### config.mk
export PLATFORM = sky130hd
export DESIGN_NAME = overlay_bar_sched
export DESIGN_NICKNAME = d
export VERILOG_FILES = /design/src/rtl/overlay_bar_sched.sv
export SDC_FILE = /design/constraint.sdc
export NUM_CORES = 1
export LEC_CHECK = 0
export CORE_ASPECT_RATIO = 0.7
export CORE_UTILIZATION = 55
export DETAILED_ROUTE_END_ITERATION = 8
export PLACE_DENSITY = 0.82
export SYNTH_ARGS = -nofsm -noshare
export SYNTH_HDL_FRONTEND = slang
export SYNTH_SLANG_ARGS = --single-unit
### constraint.sdc
create_clock -name clk_vid -period 7.2 [get_ports clk_vid]
set_clock_uncertainty 0.1 [all_clocks]
set_input_delay 1.44 -clock clk_vid [delete_from_list [all_inputs] [get_ports clk_vid]]
set_output_delay 1.44 -clock clk_vid [all_outputs]
set_load 0.1 [all_outputs]
### src/rtl/overlay_bar_sched.sv
`default_nettype none
// ============================================================================
//  Module      : overlay_bar_sched
//  Description : Per-frame audio peak scheduler and ring buffer for the bar
//                overlay; optional decaying peak marker when PEAK_HOLD_EN is
//                defined.
//  Revision    : 1.0 - initial release
// ============================================================================
module overlay_bar_sched #(
   parameter int unsigned NBARS       = 32,
   parameter int unsigned SILENCE_TH  = 4,
   parameter int unsigned HIDE_FRAMES = 150
) (
   input  logic       clk_vid,
   input  logic       reset,
   input  logic [7:0] din,
   input  logic       sample,
   input  logic       vsync,
   input  logic [3:0] status,
   input  logic       en,
   input  logic [6:0] rd_col,
   output logic [6:0] rd_data,
   output logic       show,
   output logic       ready,
   output logic [6:0] peak_hold
);

   localparam int unsigned      c_aw       = (NBARS > 1) ? $clog2(NBARS) : 1;
   localparam logic [c_aw-1:0]  c_last_idx = c_aw'(NBARS - 1);
   localparam logic [c_aw-1:0]  c_one      = c_aw'(1);
   localparam logic [6:0]       c_sil_th   = 7'(SILENCE_TH);
   localparam logic [9:0]       c_hide     = 10'(HIDE_FRAMES);
   localparam logic [7:0]       c_nbars    = 8'(NBARS);

   typedef enum logic [1:0] {
      ST_INIT   = 2'd0,
      ST_IDLE   = 2'd1,
      ST_WRITE  = 2'd2,
      ST_UPDATE = 2'd3
   } state_t;

   state_t          r_state;
   state_t          w_state_nxt;

   logic [6:0]      r_mem [NBARS];
   logic [6:0]      r_acc;
   logic [6:0]      r_bar;
   logic [6:0]      r_rd_data;
   logic [c_aw-1:0] r_wr_ptr;
   logic [c_aw-1:0] r_idx;
   logic [9:0]      r_sil_cnt;
   logic            r_hidden;
   logic            r_ready;
   logic            r_vsync_d;

   logic            w_tick;
   logic [7:0]      w_diff;
   logic [6:0]      w_mag;
   logic            w_mem_we;
   logic [c_aw-1:0] w_mem_addr;
   logic [6:0]      w_mem_wdata;
   logic [c_aw-1:0] w_rd_idx;
   logic            w_col_ok;
   logic [9:0]      w_sil_inc;

   assign w_tick    = r_vsync_d & ~vsync;
   // din=0x00 gives 128, the only value needing saturation
   assign w_diff    = din[7] ? {1'b0, din[6:0]} : (8'd128 - din);
   assign w_mag     = w_diff[7] ? 7'd127 : w_diff[6:0];
   assign w_col_ok  = ({1'b0, rd_col} < c_nbars);
   assign w_rd_idx  = r_wr_ptr - c_one - rd_col[c_aw-1:0];
   assign w_sil_inc = (r_sil_cnt >= c_hide) ? c_hide : (r_sil_cnt + 10'd1);

   always_ff @(posedge clk_vid or posedge reset) begin
      if (reset) begin
         r_state <= ST_INIT;
      end else begin
         r_state <= w_state_nxt;
      end
   end

   always_comb begin
      w_state_nxt = r_state;
      w_mem_we    = 1'b0;
      w_mem_addr  = r_idx;
      w_mem_wdata = 7'd0;
      case (r_state)
         ST_INIT: begin
            w_mem_we = 1'b1;
            if (r_idx == c_last_idx) w_state_nxt = ST_IDLE;
         end
         ST_IDLE: begin
            if (w_tick) w_state_nxt = ST_WRITE;
         end
         ST_WRITE: begin
            w_mem_we    = 1'b1;
            w_mem_addr  = r_wr_ptr;
            w_mem_wdata = r_bar;
            w_state_nxt = ST_UPDATE;
         end
         default: begin
            w_state_nxt = ST_IDLE;
         end
      endcase
   end

   // Buffer has no reset; INIT zeroes it after every reset.
   always_ff @(posedge clk_vid) begin
      if (w_mem_we) r_mem[w_mem_addr] <= w_mem_wdata;
   end

   always_ff @(posedge clk_vid or posedge reset) begin
      if (reset) begin
         r_vsync_d <= 1'b1;
         r_acc     <= 7'd0;
         r_bar     <= 7'd0;
         r_wr_ptr  <= '0;
         r_idx     <= '0;
         r_sil_cnt <= 10'd0;
         r_hidden  <= 1'b1;
         r_ready   <= 1'b0;
         r_rd_data <= 7'd0;
      end else begin
         r_vsync_d <= vsync;
         // A sample coinciding with the committing tick starts the next frame
         if (r_state == ST_IDLE && w_tick) begin
            r_bar <= r_acc;
            r_acc <= sample ? w_mag : 7'd0;
         end else if (sample && (w_mag > r_acc)) begin
            r_acc <= w_mag;
         end
         case (r_state)
            ST_INIT: begin
               r_idx <= r_idx + c_one;
               if (r_idx == c_last_idx) r_ready <= 1'b1;
            end
            ST_WRITE: begin
               r_wr_ptr <= r_wr_ptr + c_one;
            end
            ST_UPDATE: begin
               if (r_bar < c_sil_th) begin
                  r_sil_cnt <= w_sil_inc;
                  if (w_sil_inc == c_hide) r_hidden <= 1'b1;
               end else begin
                  r_sil_cnt <= 10'd0;
                  r_hidden  <= 1'b0;
               end
            end
            default: ;
         endcase
         r_rd_data <= (r_ready && w_col_ok) ? r_mem[w_rd_idx] : 7'd0;
      end
   end

`ifdef PEAK_HOLD_EN
   logic [6:0] r_peak_hold;

   always_ff @(posedge clk_vid or posedge reset) begin
      if (reset) begin
         r_peak_hold <= 7'd0;
      end else if (r_state == ST_UPDATE) begin
         if (r_bar >= r_peak_hold)    r_peak_hold <= r_bar;
         else if (r_peak_hold != 0)   r_peak_hold <= r_peak_hold - 7'd1;
      end
   end

   assign peak_hold = r_peak_hold;
`else
   assign peak_hold = 7'd0;
`endif

   assign rd_data = r_rd_data;
   assign ready   = r_ready;
   assign show    = r_ready & en & (status[2:0] != 3'd0) & ~r_hidden;

endmodule
`default_nettype wire

## Yosys cells after proc, flatten, opt, wreduce, memory -nomap -nowiden

Memory sizes are Yosys's and may differ from the RTL's.
Index checks and enable logic that the tools add are counted.

| cells by class | value |
|---|---|
| add/subtract/negate cells | 6 |
| $lt $le $gt $ge | 4 |
| equal/unequal tests | 8 |
| muxes and demuxes | 18 |
| bitwise logic cells | 6 |
| reductions and logical operators | 10 |

Operators by type and width:

| operator | count |
|---|---|
| $mux W7 | 6 |
| $mux W10 | 2 |
| $add A10 B1 Y10 const B | 1 |
| $add A5 B1 Y5 const B | 2 |
| $eq A10 B8 Y1 const B | 1 |
| $ge A10 B8 Y1 const B | 1 |
| $mux W8 | 1 |
| $sub A8 B8 Y8 const A | 1 |
| $gt A7 B7 Y1 | 1 |
| $lt A7 B3 Y1 const B | 1 |
| $lt A7 B6 Y1 const B | 1 |
| $pmux W2 S3 | 1 |
| $reduce_and A2 Y1 | 3 |
| $eq A5 B5 Y1 const B | 1 |
| $mux W1 | 5 |
| $mux W5 | 1 |
| $sub A5 B1 Y5 const B | 1 |
| $sub A5 B5 Y5 | 1 |
| $and A1 B1 Y1 | 4 |
| $eq A2 B2 Y1 const B | 2 |
| $mux W2 | 2 |
| $ne A2 B2 Y1 const B | 2 |
| $logic_and A1 B1 Y1 | 3 |
| $reduce_bool A3 Y1 | 1 |
| 6 further kinds | 7 |

| storage, ports and cells | value |
|---|---|
| flip-flop bits (word level) | 46 |
| RAM bits | 224 |
| logic and storage cells | 63 |
| memories kept | 1 |

Memories:

| name | depth | width | rd ports | clocked after memory_dff | wr ports | line | text |
|---|---|---|---|---|---|---|---|
| r_mem | 32 | 7 | 1 | 0 | 1 | 45 | `logic [6:0] r_mem [NBARS];` |

## Longest topological paths before layout

Gate-level depths: netlist of run 1.

| depth | value |
|---|---|
| depth in word-level cells | 7 |
| gate-level depth with buffers | 13 |
| gate-level depth less buffers | 12 |

## Least setup slack after synthesis of run 1

OpenSTA, ideal clock, no wires.

| path | value |
|---|---|
| path kind | input to output |
| start | input port en |
| end | output port show |
| arrival | 3.545 ns |
| path slack | 2.115 ns |
| cell stages on the path | 2 |
| path buffers | 0 |
| path through | nand2_1 nor3_1 |

| between the ends | value |
|---|---|
| cells in the longest elaborated chain, start to end | 3 |

RTL lines:

| item | line | text |
|---|---|---|
| start: declaration | 20 | `input logic en,` |
| $and A1 B1 Y1 (3 in series) | 174 | `assign show = r_ready & en & (status[2:0] != 3'd0) & ~r_hidden;` |
| end: declaration | 23 | `output logic show,` |

No other way between the ends.

## Worst setup path in the final report of run 1

| path | value |
|---|---|
| start | input port status[1] |
| end | output port show |

| between the ends | value |
|---|---|
| cells in the longest elaborated chain, start to end | 3 |

RTL lines:

| item | line | text |
|---|---|---|
| start: declaration | 19 | `input logic [3:0] status,` |
| $reduce_bool A3 Y1 | 174 |  |
| $and A1 B1 Y1 (2 in series) | 174 |  |

No other way between the ends.

==> summary.txt, run 1 <==
Clock network
  – Hold-fix buffer count after cts: 0
  – Clk_lat worst skew: 0.52 ns
  – Max Buffers Root-to-Sink: 3
  – Post-CTS Resized: 0
  – Num CTS Buffers: 25
  – Root buffer cell: clkbuf_16
  – Clock sink count: 270
  – H-tree depth: 1
  – Clock-pin slew on the worst setup and hold paths: 0.06 ns
  – Postcts setup bufs: 0
  – CTS tree: built

Run status
  – Run status: completed

Power
  – Power share of the clock group: 0.257
  – Pwr dens: 376 nW/um^2
  – Sw power: 1.53 mW
  – Sequential Power Share: 0.409
  – Sw frac: 0.318
  – Internal: 3.27 mW
  – LEAKAGE: 4.48 nW
  – Comb pwr share: 0.334
  – VDD IR max: 0.208 mV

Route
  – Vias per inst: 6.18
  – First-pass detailed-route iteration total: 7
  – Post-Route WL: 22700 um
  – Top layer in use: met4
  – Met3 wire len: 1570 um
  – Routed wire per std cell: 22.7 um
  – Post-Route M1 WL: 9350 um
  – Via count: 6209
  – Antenna Nets Post-Route: 0
  – DRC: 0
  – Met2 routed WL: 11200 um
  – Initial DRC count: 609

Final layout
  – Commonest cells after routing, fill and taps aside: edfxtp_1, mux4_2, nor2_1
  – Fin area: 12800 um^2
  – Filler Cells Inserted: 1370
  – Area growth, synth to finish: 11.0%
  – Commonest non-fill, non-tap cell in the layout: edfxtp_1
  – Fin nets: 765
  – # diodes: 0
  – Share of cells above drive strength 1: 0.163
  – Final core occ: 0.635

Global routing
  – Initial antenna violation count: 0
  – Gr ovfl total: 0
  – Largest net degree at the start of global routing: 57
  – GRT Total Usage: 0.221
  – First-pass GRT wire length: 35300 um
  – Vias in the first global route: 6332

Timing
  – Max-slew headroom: 0.163
  – Max Clock Freq: 0.208 GHz
  – Fin crit period: 4.81 ns
  – Setup TNS: 0 ns
  – Crit share post-route: 0.668
  – Hold Vio Cnt, Final: 0
  – Final WS setup: 2.39 ns
  – Slew @ Worst Pin: 1.26 ns
  – RSZ-0062 raised after global routing: false
  – Max-slew violations: 0
  – Setup violations, final: 0

Synthesis
  – Cell taking the most area after synthesis: edfxtp_1
  – Synthesized flop and latch total: 270
  – Syn avg cell area: 16.8 um^2
  – Top cell type's share of synthesized area: 0.585
  – Sequential area share after synthesis: 0.685
  – Mapped cell area: 11500 um^2
  – Cells after synthesis: 684
  – Fraction of registers with async set/reset: 0.170
  – Cell variety after synth: 54
  – Number of flops mapped to enable cells by yosys: 224
  – Leading post-synthesis cells by cell area: edfxtp_1, mux4_2, dfrtp_1
  – Most frequently used flop master after synthesis: edfxtp_1
  – Ys Warns: 0

Place
  – DP Area: 12000 um^2
  – I/O Buffers: 31
  – HPWL Detailed: 14300 um
  – Place WS: 2.03 ns
  – Gp weighted congestion: 0.850

Floorplan
  – Row count: 43
  – Die H: 123 um
  – Die Wd: 175 um
  – Initial cell density of the core: 0.572
  – I/O Pins: 40
  – Core Area: 20100 um^2
  – Die area: 21500 um^2

Job
  – Max_cap viols: 0

Setup path
  – Crit Path Class: in -> out
  – Crit end category: output pin
  – Required @ worst endpoint: 5.66 ns
  – Crit path max fanout: 1
  – Crit path DAT: 3.27 ns
  – CP Launch Type: primary input

Hold path
  – Worst hold path type: reg -> reg
-- registers in the layout, indices dropped and copies added, names as in the netlist --
| register | flops |
|---|---|
| r_acc | 7 |
| r_bar | 7 |
| r_hidden | 1 |
| r_idx | 5 |
| r_mem | 224 |
| r_sil_cnt | 10 |
| r_state | 2 |
| r_vsync_d | 1 |
| r_wr_ptr | 5 |
| rd_data | 7 |
| ready | 1 |
-- per-layer routing --
metal	vias to the layer above	global-route usage
met5	-	0
met4	0	0.0766
met3	52	0.0446
met2	258	0.369
met1	3172	0.294
li1	2727	-
-- logic make-up after synthesis --
logic type | share of synthesized area
other | 0.000326
adders and majority gates | 0.0257
buffers and inverters | 0.0253
DFF | 0.685
muxes | 0.149
AOI/OAI and AO/OA | 0.0447
and+or+nand+nor | 0.0580
xor gates and xnor gates | 0.0122
-- through the flow --
step	power [mW]	cells	hold slack, ns
after floorplan	3.16	690	0.342
after global placement	3.51	961	0.372
after detailed placement	3.57	961	0.390
after CTS	4.81	1004	0.403
after global routing	5.01	1004	0.427
final	4.80	1004	0.398
-- Yosys cell counts (3+ instances only) --
master    number
mux4_2        56
nand3_1        5
nor2b_1        8
buf_2          4
nand2b_1       3
o31ai_1        3
mux2i_1       25
a21o_1         4
buf_4          8
o221ai_1       8
dfrtp_1       44
nand2_1       37
mux2_2        18
o21a_1         3
nor2_1        49
and2_1         9
or4_1          3
a22oi_1        8
clkbuf_1      14
nand3b_1       4
nor3_1         8
xnor2_1       12
nand4_1        7
ha_1          22
a21oi_1       18
xor2_1         4
o21ai_0       15
inv_1         26
o32ai_1        3
edfxtp_1     224
buf_6          4
-- final timing paths --
kind / from / end / slack (ns) / cells past startpoint
min: r_bar[1] / r_bar[1] / 0.40 / 2
min reg2reg: r_bar[1] / r_bar[1] / 0.40 / 2
max reg2reg: r_wr_ptr[0] / rd_data[5] / 3.45 / 8
max in group asynchronous: reset / r_state[0] / 5.02 / 2
max: status[1] / show / 2.39 / 4
min in group asynchronous: reset / r_acc[3] / 1.38 / 2
-- worst max-delay path: stages --
cell and delay (ns):
clkdlybuf4s50_1 0.45, nor3_1 0.05, nor3_1 0.17, clkdlybuf4s50_1 1.16
-- cell type report --
cell class                      instances  area, um^2  share of cell area
Sequential cell                       270        7880               0.617
Multi-Input combinational cell        362        3380               0.264
Clock buffer                           27         633              0.0495
Tap cell                              270         338              0.0264
Timing Repair Buffer                   33         325              0.0255
Clock inverter                         16         124             0.00969
Inverter                               26        97.6             0.00764
-- power by group through the flow --
| stage | sequential [mW] | combinational, mW | clock (mW) |
|---|---|---|---|
| finish | 1.96 | 1.61 | 1.23 |
| global route | 1.98 | 1.73 | 1.31 |
| CTS | 1.96 | 1.60 | 1.25 |
| detailed placement | 1.99 | 1.58 | 0 |
| global placement | 1.98 | 1.53 | 0 |
| floorplan | 1.97 | 1.19 | 0 |
Power figures use the tool's default switching activity.
==> run 2: changes to the inputs <==
- PLACE_DENSITY: 0.82 -> 0.85
- clock period: 7.2 -> 4.2 ns (I/O delays scaled with it)
==> run 2 against run 1 <==
Sequential share of layout area shrank 0.75 points. Clock-buffer cell count is 5 higher. Non-clock buffer count up 5. Wire length increased by 6.7%. Sequential power is 72% higher. Global-route usage up 1.2 points. Die area did not move. Hold slack better by 0.0050 ns. Largest cell class unchanged. Cell count up 0.70%. Combinational power rose by 79%. Worst setup slack got worse by 1.9 ns.
==> summary.txt, run 2 (synthesis results as in run 1) <==
Global routing
  – First-pass GRT wire length: 36900 um (+4.8%)
  – Gr ovfl total: 0 (unchanged)
  – GRT Total Usage: 0.233 (+0.0123)
  – Largest net degree at the start of global routing: 57 (unchanged)
  – Initial antenna violation count: 0 (unchanged)
  – Vias in the first global route: 6358 (+0.41%)

Power
  – VDD IR max: 0.366 mV (+76%)
  – Internal: 5.87 mW (+79%)
  – Pwr dens: 664 nW/um^2 (+76%)
  – Comb pwr share: 0.335 (about the same)
  – LEAKAGE: 4.56 nW (+1.7%)
  – Sw frac: 0.316 (-0.00274)
  – Sequential Power Share: 0.393 (-0.016)
  – Power share of the clock group: 0.272 (+0.015)
  – Sw power: 2.71 mW (+77%)

Setup path
  – Crit path max fanout: 7 (+6)
  – Slowest cell on crit path: or4_1
  – Critical path launch point: din[2]
  – Required @ worst endpoint: 4.53 ns (-1.13 ns)
  – Slowest cell delay on critical path: 0.51 ns (-0.65 ns)
  – CP Cell Sequence: clkdlybuf4s50_1 > nor3_1 > nand2_1 > or4_1 > nand2_1 > ha_1 > nor2b_1 > o21ai_0 > a21oi_1 > a211oi_1 > o21a_1 > mux2i_1
  – Crit end category: register
  – CP Launch Type: primary input
  – Crit path DAT: 4.03 ns (+0.76 ns)
  – Crit Path Class: in -> reg
  – R2r startpoint: r_state[0]
  – Cell mode on critical path: nand2_1

Final layout
  – Final core occ: 0.643 (+0.00777)
  – # diodes: 0 (unchanged)
  – Reg with most FFs: r_mem
  – Share of cells above drive strength 1: 0.173 (+0.00925)
  – Largest regs: r_mem (224), r_sil_cnt (10)
  – Area growth, synth to finish: 12.4%
  – Commonest non-fill, non-tap cell in the layout: edfxtp_1
  – Largest register FFs: 224 (unchanged)
  – Fin nets: 770 (+0.65%)
  – Commonest cells after routing, fill and taps aside: edfxtp_1, mux4_2, nor2_1

Route
  – Via count: 6382 (+2.8%)
  – First-pass detailed-route iteration total: 5 (-2)
  – Antenna Nets Post-Route: 0 (unchanged)
  – Vias per inst: 6.31 (+2.1%)
  – DRC: 0 (unchanged)
  – Routed wire per std cell: 24.0 um (+6.0%)
  – Post-Route WL: 24300 um (+6.7%)
  – Initial DRC count: 754 (+24%)

Clock network
  – Clock sink count: 270 (unchanged)
  – Postcts setup bufs: 0 (unchanged)
  – CTS tree: built
  – Clock-pin slew on the worst setup and hold paths: 0.06 ns (about the same)
  – H-tree depth: 1 (unchanged)
  – Root buffer cell: clkbuf_16
  – Max Buffers Root-to-Sink: 3 (unchanged)
  – Num CTS Buffers: 25 (unchanged)
  – Post-CTS Resized: 0 (unchanged)
  – Clk_lat worst skew: 0.52 ns (about the same)
  – Hold-fix buffer count after cts: 0 (unchanged)

Floorplan
  – Die H: 123 um (unchanged)
  – Core Area: 20100 um^2 (unchanged)
  – I/O Pins: 40 (unchanged)
  – Die area: 21500 um^2 (unchanged)
  – Initial cell density of the core: 0.572 (unchanged)
  – Row count: 43 (unchanged)
  – Die Wd: 175 um (unchanged)

Timing
  – Setup violations, final: 0 (unchanged)
  – Fin crit period: 3.70 ns
  – Slew @ Worst Pin: 1.24 ns (-0.0177 ns)
  – Hold Vio Cnt, Final: 0 (unchanged)
  – Max-slew headroom: 0.174 (+0.0118)
  – RSZ-0062 raised after global routing: false
  – Max Clock Freq: 0.270 GHz
  – Setup TNS: 0 ns (unchanged)
  – Max-slew violations: 0 (unchanged)
  – Crit share post-route: 0.881

Hold path
  – Worst Min Path Start: r_bar[3]
  – Worst hold path type: reg -> reg

Run status
  – Run status: completed

Place
  – I/O Buffers: 31 (unchanged)
  – Gp weighted congestion: 0.877 (+3.2%)
  – HPWL Detailed: 15400 um (+7.8%)

Job
  – Max_cap viols: 0 (unchanged)
-- run 2: through the flow --
step           cell area [um^2]  hold slack (ns)  worst slack (ns)  std cells  power [mW]
5_1_grt                   12900            0.434             0.324       1011        8.91
3_5_place_dp              12100            0.393             0.110        966        6.25
4_1_cts                   12900            0.406             0.569       1011        8.60
3_3_place_gp              12100            0.367             0.274        966        6.08
6_report                  12900            0.403             0.500       1011        8.58
2_1_floorplan             11500            0.342             0.126        690        5.42
-- run 2: worst paths after layout --
check / endpoint / slack (ns) / depth (start not counted)
worst max-delay path: r_acc[6] / 0.50 / 12
worst min-delay path: r_bar[3] / 0.40 / 2
worst max register to register: r_mem[6][5] / 0.97 / 4
worst min register to register: r_bar[3] / 0.40 / 2
max in group asynchronous: rd_data[4] / 2.63 / 2
min in group asynchronous: r_sil_cnt[0] / 0.76 / 2
-- run 2: power by group through the flow --
| stage | Sequential [mW] | Clock (mW) | Combinational [mW] |
|---|---|---|---|
| after global routing | 3.40 | 2.45 | 3.06 |
| after global placement | 3.39 | 0 | 2.68 |
| after detailed placement | 3.42 | 0 | 2.83 |
| after CTS | 3.37 | 2.36 | 2.87 |
| after floorplan | 3.38 | 0 | 2.05 |
| final | 3.37 | 2.33 | 2.88 |
-- run 2: critical path, delay by kind of cell --
family / cells / cell delay (ns)
AND/OR/NAND/NOR: 5 / 1.31
multiplexers: 1 / 0.28
AO/OA/AOI/OAI: 4 / 0.88
buffers and inverters: 1 / 0.48
adder cells (fa/ha/maj): 1 / 0.25
-- run 2: metal layers --
| metal | vias to the layer above | share of wire | global-route usage |
|---|---|---|---|
| met1 | 3274 | 0.41 | 0.315 |
| met3 | 68 | 0.075 | 0.0394 |
| met5 | - | 0 | 0 |
| met4 | 0 | 0.031 | 0.0810 |
| met2 | 303 | 0.49 | 0.390 |
| li1 | 2737 | - | - |
-- run 2: final cells by class --
type | count | area, um^2
Tap cell | 270 | 338
Multi-Input combinational cell | 362 | 3380
Clock inverter | 13 | 189
Inverter | 26 | 97.6
Fill cell | 1333 | 7190
Clock buffer | 32 | 652
Sequential cell | 270 | 7880
Timing Repair Buffer | 38 | 398
==> run 3: changes to the inputs <==
- CTS_CLUSTER_DIAMETER: not set -> 40
==> run 3 against run 2 <==
Register-to-register slack got worse by 0.07 ns. Worst setup slack improved by 0.070 ns. Sequential power about the same. Hold slack improved by 0.00065 ns. Clock power increased by 5%. Via count about the same. Sequential share of layout area decreased by 0.41 points. Clock-buffer cell count increased by 4. Cell count increased by 0.69%. Flip-flop and latch count unchanged. Total power increased by 1.5%. Critical path type unchanged.
==> summary.txt, run 3 (synthesis results as in run 1) <==
Setup path
  – Crit path max fanout: 7 (unchanged)
  – Crit Path Class: in -> reg
  – Required @ worst endpoint: 4.55 ns (+0.02 ns)
  – Crit path DAT: 3.98 ns (-0.05 ns)
  – Crit end category: register
  – CP Launch Type: primary input

Clock network
  – Postcts setup bufs: 0 (unchanged)
  – Root buffer cell: clkbuf_16
  – H-tree depth: 1 (unchanged)
  – Clock sink count: 270 (unchanged)
  – Hold-fix buffer count after cts: 0 (unchanged)
  – CTS tree: built
  – Num CTS Buffers: 28 (+12%)
  – Post-CTS Resized: 0 (unchanged)
  – Clock-pin slew on the worst setup and hold paths: 0.06 ns (about the same)
  – Max Buffers Root-to-Sink: 3 (unchanged)
  – Clk_lat worst skew: 0.54 ns (+0.02 ns)

Final layout
  – # diodes: 0 (unchanged)
  – Area growth, synth to finish: 13.2%
  – Reg with most FFs: r_mem
  – Commonest cells after routing, fill and taps aside: edfxtp_1, mux4_2, nor2_1
  – Commonest non-fill, non-tap cell in the layout: edfxtp_1
  – Fin nets: 773 (+0.39%)
  – Share of cells above drive strength 1: 0.184 (+0.0118)
  – Largest register FFs: 224 (unchanged)
  – Largest regs: r_mem (224), r_sil_cnt (10)
  – Fin area: 13000 um^2 (+0.68%)

Global routing
  – First-pass GRT wire length: 37000 um (+0.19%)
  – Vias in the first global route: 6466 (+1.7%)
  – Initial antenna violation count: 0 (unchanged)
  – Largest net degree at the start of global routing: 57 (unchanged)
  – GRT Total Usage: 0.234 (+0.000315)
  – Gr ovfl total: 0 (unchanged)

Job
  – Max_cap viols: 0 (unchanged)

Timing
  – Max Clock Freq: 0.275 GHz (+1.9%)
  – Max-slew headroom: 0.161 (-0.0139)
  – Slew @ Worst Pin: 1.26 ns (+0.0208 ns)
  – RSZ-0062 raised after global routing: false
  – Hold Vio Cnt, Final: 0 (unchanged)
  – Crit share post-route: 0.864 (-0.0167)
  – Max-slew violations: 0 (unchanged)
  – Setup violations, final: 0 (unchanged)
  – Setup TNS: 0 ns (unchanged)
  – Fin crit period: 3.63 ns (-0.0700 ns)

Route
  – Via count: 6376 (-0.094%)
  – First-pass detailed-route iteration total: 5 (unchanged)
  – DRC: 0 (unchanged)
  – Antenna Nets Post-Route: 0 (unchanged)
  – Initial DRC count: 607 (-19%)
  – Routed wire per std cell: 24.2 um (+0.92%)
  – Vias per inst: 6.26 (-0.78%)
  – Post-Route WL: 24700 um (+1.6%)

Run status
  – Run status: completed

Place
  – Gp weighted congestion: 0.877 (unchanged)
  – DP Area: 12100 um^2 (unchanged)
  – I/O Buffers: 31 (unchanged)
  – HPWL Detailed: 15400 um (unchanged)

Hold path
  – Worst hold path type: reg -> reg

Floorplan
  – I/O Pins: 40 (unchanged)
  – Initial cell density of the core: 0.572 (unchanged)
  – Die H: 123 um (unchanged)
  – Row count: 43 (unchanged)
  – Core Area: 20100 um^2 (unchanged)
  – Die area: 21500 um^2 (unchanged)
  – Die Wd: 175 um (unchanged)

Power
  – Overall power: 8.72 mW (+1.5%)
  – VDD IR max: 0.452 mV (+24%)
  – Pwr dens: 669 nW/um^2 (+0.86%)
  – LEAKAGE: 4.61 nW (+1.0%)
[run 3: area by class of cell]
class | instances | area [um^2]
Sequential cell | 270 | 7880
Fill cell | 1329 | 7100
Multi-Input combinational cell | 362 | 3380
Clock buffer | 36 | 762
Timing Repair Buffer | 38 | 398
Tap cell | 270 | 338
Clock inverter | 16 | 166
Inverter | 26 | 97.6
[run 3: final timing paths]
path | startpoint | end | slack (ns) | depth (start not counted)
min | r_bar[1] | r_bar[1] | 0.40 | 2
max | din[2] | r_acc[6] | 0.57 | 12
max reg2reg | r_state[0] | r_mem[3][2] | 0.90 | 5
min in group asynchronous | reset | r_sil_cnt[2] | 0.74 | 2
max in group asynchronous | reset | r_sil_cnt[8] | 2.63 | 2
min reg2reg | r_bar[1] | r_bar[1] | 0.40 | 2
[run 3: through the flow]
stage	hold slack [ns]	std cells	setup slack, ns	utilization
finish	0.404	1018	0.570	0.647
global route	0.434	1018	0.450	0.647
CTS	0.406	1018	0.632	0.647
detailed placement	0.393	966	0.110	0.601
global placement	0.367	966	0.274	0.601
floorplan	0.342	690	0.126	-
[run 3: worst max-delay path, stage by stage]
cell and delay (ns):
clkdlybuf4s50_1 0.48, nor3_1 0.35, nand2_1 0.16, or4_1 0.51, nand2_1 0.13, ha_1 0.25, nor2b_1 0.13, o21ai_0 0.13
a21oi_1 0.09, a211oi_1 0.23, o21a_1 0.42, mux2i_1 0.27
[run 3: routing by layer]
layer	part of all wire	up-vias	GRT usage
met5	0	-	0
met4	0.034	0	0.0897
met3	0.074	74	0.0437
met2	0.48	313	0.386
met1	0.41	3246	0.313
li1	-	2743	-
[run 3: power by group]
group | total [mW] | internal, mW | switching (mW)
registers | 3.38 | 3.21 | 0.172
logic | 2.88 | 1.27 | 1.62
clock network | 2.45 | 1.43 | 1.03
